--- src/rtl/sound_mixer.sv ---
// sound_mixer: time-multiplexed saturating mixer of CH_NUM signed PCM channels.
// One adder walks the snapshotted channels one per clock after each SAMPLE_EN strobe.
module sound_mixer #(
    parameter int CH_NUM    = 4,
    parameter int IN_WIDTH  = 10,
    parameter int OUT_WIDTH = 10
) (
    input  logic                          CLK,
    input  logic                          RESET_n,
    input  logic                          SAMPLE_EN,
    input  logic [CH_NUM-1:0]             MUTE,
    input  logic [CH_NUM*IN_WIDTH-1:0]    IN,
    output logic signed [OUT_WIDTH-1:0]   OUT,
    output logic                          OUT_VALID,
    output logic                          CLIP,
    output logic                          BUSY,
    output logic                          DROPPED
);
    localparam int ACC_WIDTH = IN_WIDTH + $clog2(CH_NUM);
    localparam int IDX_W     = $clog2(CH_NUM);

    typedef enum logic [1:0] {IDLE, ACCUM, SAT} state_t;

    state_t                             state_q, state_d;
    logic signed [ACC_WIDTH-1:0]        acc_q, acc_d;
    logic [IDX_W-1:0]                   idx_q, idx_d;
    logic [CH_NUM-1:0][IN_WIDTH-1:0]    ch_snap_q, ch_snap_d;
    logic [CH_NUM-1:0]                  mute_snap_q, mute_snap_d;
    logic signed [OUT_WIDTH-1:0]        out_q, out_d;
    logic                               valid_q, valid_d;
    logic                               clip_q, clip_d;
    logic                               dropped_q, dropped_d;
    logic signed [OUT_WIDTH-1:0]        sat_val;
    logic                               sat_clip;
    logic signed [ACC_WIDTH-1:0]        ch_ext;

    assign ch_ext = ACC_WIDTH'($signed(ch_snap_q[idx_q]));

    generate
        if (OUT_WIDTH >= ACC_WIDTH) begin : g_ext
            assign sat_val  = OUT_WIDTH'(acc_q);
            assign sat_clip = 1'b0;
        end else begin : g_clamp
            localparam logic signed [ACC_WIDTH-1:0] MAXV = ACC_WIDTH'((2 ** (OUT_WIDTH - 1)) - 1);
            localparam logic signed [ACC_WIDTH-1:0] MINV = ACC_WIDTH'(-(2 ** (OUT_WIDTH - 1)));
            assign sat_val  = (acc_q > MAXV) ? OUT_WIDTH'(MAXV) :
                              (acc_q < MINV) ? OUT_WIDTH'(MINV) : OUT_WIDTH'(acc_q);
            assign sat_clip = (acc_q > MAXV) || (acc_q < MINV);
        end
    endgenerate

    always_comb begin
        state_d     = state_q;
        acc_d       = acc_q;
        idx_d       = idx_q;
        ch_snap_d   = ch_snap_q;
        mute_snap_d = mute_snap_q;
        out_d       = out_q;
        valid_d     = 1'b0;
        clip_d      = 1'b0;
        dropped_d   = SAMPLE_EN && (state_q != IDLE);
        case (state_q)
            IDLE: if (SAMPLE_EN) begin
                state_d     = ACCUM;
                ch_snap_d   = IN;
                mute_snap_d = MUTE;
                acc_d       = '0;
                idx_d       = '0;
            end
            ACCUM: begin
                acc_d = acc_q + (mute_snap_q[idx_q] ? '0 : ch_ext);
                idx_d = idx_q + IDX_W'(1);
                state_d = (idx_q == IDX_W'(CH_NUM - 1)) ? SAT : ACCUM;
            end
            SAT: begin
                out_d   = sat_val;
                valid_d = 1'b1;
                clip_d  = sat_clip;
                state_d = IDLE;
            end
            default: state_d = IDLE;
        endcase
    end

    always_ff @(posedge CLK or negedge RESET_n) begin
        if (!RESET_n) begin
            state_q     <= IDLE;
            acc_q       <= '0;
            idx_q       <= '0;
            ch_snap_q   <= '0;
            mute_snap_q <= '0;
            out_q       <= '0;
            valid_q     <= 1'b0;
            clip_q      <= 1'b0;
            dropped_q   <= 1'b0;
        end else begin
            state_q     <= state_d;
            acc_q       <= acc_d;
            idx_q       <= idx_d;
            ch_snap_q   <= ch_snap_d;
            mute_snap_q <= mute_snap_d;
            out_q       <= out_d;
            valid_q     <= valid_d;
            clip_q      <= clip_d;
            dropped_q   <= dropped_d;
        end
    end

    assign OUT       = out_q;
    assign OUT_VALID = valid_q;
    assign CLIP      = clip_q;
    assign BUSY      = (state_q != IDLE);
    assign DROPPED   = dropped_q;
endmodule

--- config.mk ---
export PLATFORM = sky130hd
export DESIGN_NAME = sound_mixer
export DESIGN_NICKNAME = d
export VERILOG_FILES = /design/src/rtl/sound_mixer.sv
export SDC_FILE = /design/constraint.sdc
export NUM_CORES = 1
export LEC_CHECK = 0
export ABC_AREA = 1
export BUFFER_PORTS_ARGS = -buffer_cell sky130_fd_sc_hd__buf_2
export CELL_PAD_IN_SITES_DETAIL_PLACEMENT = 1
export CELL_PAD_IN_SITES_GLOBAL_PLACEMENT = 1
export CORE_MARGIN = 5
export CORE_UTILIZATION = 41
export DETAILED_ROUTE_END_ITERATION = 8
export PLACE_DENSITY = 0.75
export SETUP_SLACK_MARGIN = 0.15
export SYNTH_ARGS = -nofsm -noshare
export SYNTH_HDL_FRONTEND = slang
export SYNTH_SLANG_ARGS = --single-unit
export TNS_END_PERCENT = 10
--- constraint.sdc ---
create_clock -name CLK -period 3.4 [get_ports CLK]
set_clock_uncertainty 0.05 [all_clocks]
set_input_delay 0 -clock CLK [delete_from_list [all_inputs] [get_ports CLK]]
set_output_delay 0 -clock CLK [all_outputs]
set_load 0.01 [all_outputs]
[After elaboration in Yosys (flattened, before gate mapping)]
Index checks and enable logic that the tools add are counted.
Operators by class
  add/sub/neg operators: 2
  $lt $le $gt $ge: 3
  equal/unequal tests: 4
  mux-type cells: 16
  reduce and logical (&&, ||, !) cells: 7
Operators with widths (count)
  2-to-1 mux 10 bit: 3
  2-to-1 mux 12 bit: 2
  case mux 12 bit (2 select lines): 1
  binary-select mux 10 bit (select 2 bit): 1
  adder 12 bit: 1
  > comparator 12 x 10 -> 1 bit, second input constant: 1
  less-than comparator 12 x 10 -> 1 bit, second input constant: 1
  case mux 2 bit (2 select lines): 2
  2-to-1 mux 2 bit: 3
  == test 2 bit, second input constant: 2
  AND reduction 2 bit: 2
  nonzero test 2 bit: 2
  less-than comparator 2 x 3 -> 1 bit, second input constant: 1
  2-to-1 mux 1 bit: 3
  adder 2 x 1 -> 2 bit, second input constant: 1
  binary-select mux 1 bit (select 2 bit): 1
  == test 2 x 1 -> 1 bit, second input constant: 1
  zero test 2 bit: 1
  != test 2 bit, second input constant: 1
  logical AND 1 bit: 1
  logical OR 1 bit: 1
Storage, ports and cells
  bits in registers: 73
  input port bits: 47
  output and inout port bits: 14
  word-level logic and storage cells: 44

[Longest topological paths before layout]
  depth in word-level cells: 5
  depth in mapped cells: 19
  mapped depth without buffers: 17

[Least setup slack after synthesis]
OpenSTA, ideal clock, no wires.
  path type: reg-to-reg
  from: reg idx_q[0]
  to: reg acc_q[6]
  setup time: 123 ps
  data arrival time: 2196 ps
  required time: 3227 ps
  path slack: 1031 ps
  stages on the path, launching flop included: 19
  path buffers: 3
  period minus slack after synthesis: 2369 ps
  cells stage by stage: dfrtp_1 > buf_6 > inv_4 > buf_6 > buf_2 > o21ai_0 > o22ai_1 > nand2_1 > inv_1 > ha_1 > fa_1 > nand2_1 > inv_1 > nand2_1 > nand2_1 > nand2_1 > nand2_1 > o21ai_0 > nand2_1
Between the ends
  longest elaborated chain between the ends: 5
  elaborated cells on any way between the ends: 7
  classes of those cells: add/sub: 1; mux: 6
Ends and longest elaborated chain
  from (decl): line 26  | logic [IDX_W-1:0] idx_q, idx_d;
  from (signal assigned): line 99  | idx_q <= idx_d;
  binary-select mux 10 bit (select 2 bit) / binary-select mux 1 bit (select 2 bit) (equally long branches): line 37, 71
  2-to-1 mux 10 bit (not written as such) / 2-to-1 mux 1 bit (equally long branches): line 37, 71
  2-to-1 mux 12 bit *: line 71  | acc_d = acc_q + (mute_snap_q[idx_q] ? '0 : ch_ext);
  adder 12 bit *: line 71
  case mux 12 bit (2 select lines) *: line 62  | case (state_q)
  to (signal assigned): line 88  | acc_q <= '0;
  to (signal assigned): line 98  | acc_q <= acc_d;
  to (decl): line 25  | logic signed [ACC_WIDTH-1:0] acc_q, acc_d;
Mark *: on every way between the ends. The rest lies on a longest branch, timed or not. The select of a mux whose other input is x is not followed.
A chain may end at the register's enable or synchronous reset.

[Worst setup path after layout]
  from: reg idx_q[1]
  to: reg acc_q[6]
Same word-level chain as after synthesis.

==> metrics.md <==
| Metric | Value |
|---|---|
| Status | `complete, no violations` |
| Switching share of power | `45.6%` |
| Largest net degree at the start of global routing | `49` |
| Final Hold Fails | `0` |
| Power Dens Cells | `1020 nW/µm²` |
| CTS tree | `done` |
| CP Class | `flop to flop` |
| Comb power frac | `50.1%` |
| Max VDD drop | `0.298 mV` |
| Sequential Power Share | `33.1%` |
| CTS Sinks | `73` |
| Worst-Skew Late Latency | `350 ps` |
| Area share of fa/ha/maj cells after synthesis | `4.48%` |
| Synthesized flop and latch total | `73` |
| Synth warn | `0` |
| Aggregate global routing overflow | `0` |
| Clock tree root driver cell | `clkbuf_8` |
| Vias/cell | `5.00` |
| Worst Path Required | `3640 ps` |
| # port buffers | `60` |
| Die H | `106 µm` |
| H-tree levels | `3` |
| Core Region | `9150 µm²` |
| DRC viols | `0` |
| Setup TNS | `0 ps` |
| Clock power share | `16.9%` |
| Multiplexer area fraction after synthesis | `0%` |
| # Max-Cap Violations | `0` |
| Initial Utilization | `41.5%` |
| Critical path startpoint category | `flop` |
| Placed cell count | `650` |
| Net Count, Synth | `556` |
| # setup viols final | `0` |
| FP Rows | `35` |
| Vias in the first global route | `3776` |
| Fin crit share | `83.0%` |
| Wirelength, routed | `10800 µm` |
| RSZ-0062 raised after global routing | `false` |
| Fmax | `354 MHz` |
| Leakage | `2.60 nW` |
| GRT Overall Usage | `20.7%` |
| P_sw | `2.24 mW` |
| Cells after synthesis | `496` |
| N_diodes | `0` |
| Fin. max-slew vios | `0` |
| First-pass iteration count of the detailed router | `4` |
| WP data arrival | `3060 ps` |
| Fillers | `1133` |
| GPL Wtd Cong | `0.869` |
| Sequential share of the synthesized area | `48.0%` |
| P_int | `2.68 mW` |
| Crit path max fanout | `14` |
| DR iter-0 viols | `127` |
| Simple-gate portion of the synthesized area | `29.9%` |
| Avg WL per Cell | `15.2 µm` |
| Max clock buf depth | `2` |
| Fin cells | `711` |
| Hold Crit Class | `primary input to asynchronous set/reset pin` |
| Kind of end point of the critical path | `flop` |
| First-pass GRT wire length | `18400 µm` |
| Largest family of logic cells by synthesized area | `simple AND/OR/NAND/NOR gates` |
| Worst-path clk slew | `80 ps` |
| Area Growth Syn to Fin | `26.8%` |
| Layout cell share with drive strength beyond 1 | `15.2%` |
| # Post-CTS Setup Buffers | `0` |
| Vias | `3553` |
| Ports | `61` |
| Hold slack final | `231 ps` |
| Cell variety after synth | `30` |
| Post-DRT Antenna Nets | `0` |
| Worst slew pin tran | `832 ps` |
| Num CTS Buffers | `9` |
| Die Width | `106 µm` |
| Compound-cell area share of the yosys netlist | `9.84%` |
| Post-Syn Area | `3800 µm²` |
| XOR/XNOR share of the synthesized area | `0.461%` |
| Syn_area_per_cell | `7.67 µm²` |
| Die ar. | `11300 µm²` |
| HPWL after detailed placement | `7680 µm` |
| Slew Limit Headroom | `44.5%` |
| Final #Nets | `656` |
| Initial antenna violation count | `0` |
| Post-layout minimum cycle time | `2820 ps` |
final timing paths:
kind / start / end / slack [ps] / depth (start not counted)
min in group CLK: IN[13] / ch_snap_q[13] / 320 / 4
max in group asynchronous: RESET_n / acc_q[4] / 2060 / 3
worst max register to register: idx_q[1] / acc_q[6] / 580 / 16
worst min register to register: ch_snap_q[20] / ch_snap_q[20] / 430 / 2
worst max-delay path: idx_q[1] / acc_q[6] / 580 / 16
worst min-delay path: RESET_n / ch_snap_q[9] / 230 / 2
repair_timing:
| action | 4_1_cts | 5_1_grt |
|---|---|---|
| resized for setup | 0 | 1 |
| hold endpoints to repair | 80 | 0 |
| hold buffers | 46 | 0 |
| setup endpoints to repair | 0 | 3 |
metal layers:
metal	vias to the layer above	global-route usage [%]	routed length [µm]
met1	1715	24.9	4550
met2	61	37.4	5760
li1	1767	-	-
met3	10	4.49	385
met4	0	5.18	128
met5	-	0	0
layout make-up:
| type | instances | area [µm²] | share of cell area, % |
|---|---|---|---|
| multi-input combinational | 368 | 1700 | 35.2 |
| clock buffer | 10 | 138 | 2.85 |
| timing repair buffer | 108 | 776 | 16.1 |
| inverter | 36 | 138 | 2.85 |
| clock inverter | 5 | 104 | 2.15 |
| sequential | 73 | 1830 | 37.9 |
| tap | 111 | 139 | 2.88 |
state kept, by name, summed over array words and instances, names as in the netlist:
register,count
ch_snap_q,40
state_q,2
idx_q,2
acc_q,12
CLIP,1
OUT_VALID,1
OUT,10
DROPPED,1
mute_snap_q,4
power groups by stage:
stage | clock [mW] | combinational [mW] | sequential, mW
final | 0.831 | 2.46 | 1.63
after global routing | 0.897 | 2.86 | 1.67
after CTS | 0.850 | 2.48 | 1.63
after detailed placement | 0 | 2.42 | 1.64
after global placement | 0 | 2.32 | 1.62
after floorplan | 0 | 1.94 | 1.50
synth_stat cells (all sizes together):
master / number / area (µm²)
nand4: 2 / 12.5
a21o: 1 / 7.51
a32o: 1 / 10.0
o22ai: 9 / 56.3
ha: 12 / 150
nand3: 18 / 90.1
o31ai: 1 / 7.51
buf: 17 / 131
fa: 1 / 20.0
o21ai: 42 / 214
xnor2: 2 / 17.5
a22o: 2 / 17.5
o21bai: 1 / 7.51
dfrtp: 73 / 1830
nor2: 50 / 214
nand2: 216 / 821
clkbuf: 2 / 7.51
inv: 36 / 138
a21oi: 10 / 53.8
per-stage QoR:
| step | utilization [%] | total power, mW | worst slack [ps] | cell area, µm² |
|---|---|---|---|---|
| 4_1_cts | 52.7 | 4.96 | 463 | 4820 |
| 3_3_place_gp | 45.0 | 3.95 | 636 | 4120 |
| 2_1_floorplan | - | 3.44 | 1030 | 3800 |
| 3_5_place_dp | 45.0 | 4.06 | 497 | 4120 |
| 6_report | 52.7 | 4.92 | 578 | 4820 |
| 5_1_grt | 52.7 | 5.43 | 267 | 4820 |
worst max-delay path, cell delays in order (launching register included):
cell	delay [ps]
dfrtp_1	610
inv_1	270
nand3_1	160
nand2_2	160
nand2_1	110
inv_1	40
ha_1	210
fa_1	420
nand2_1	80
inv_1	50
nand2_1	50
nand2_1	100
nand2_1	80
nand2_1	60
a21oi_1	120
o21ai_0	100
nand2_1	70
kinds of logic after synthesis:
family,after synthesis
and+or+nand+nor,286
DFF,73
AOI/OAI and AO/OA,67
buffers and inverters,55
adders and majority gates,13
xor gates and xnor gates,2
cells in the final DEF (no fill, tap or decap), drive strengths merged:
| cell | count |
|---|---|
| a21o | 1 |
| inv | 36 |
| dfrtp | 73 |
| xnor2 | 2 |
| bufinv | 3 |
| nor2 | 50 |
| o21bai | 1 |
| a22o | 2 |
| ha | 12 |
| o22ai | 9 |
| nand3 | 18 |
| dlygate4sd3 | 46 |
| a21oi | 10 |
| buf | 62 |
| nand2 | 216 |
| clkbuf | 10 |
| clkinv | 2 |
| o21ai | 42 |
| fa | 1 |
| o31ai | 1 |
| nand4 | 2 |
| a32o | 1 |
Note: power is estimated with default switching activity, not from simulation.
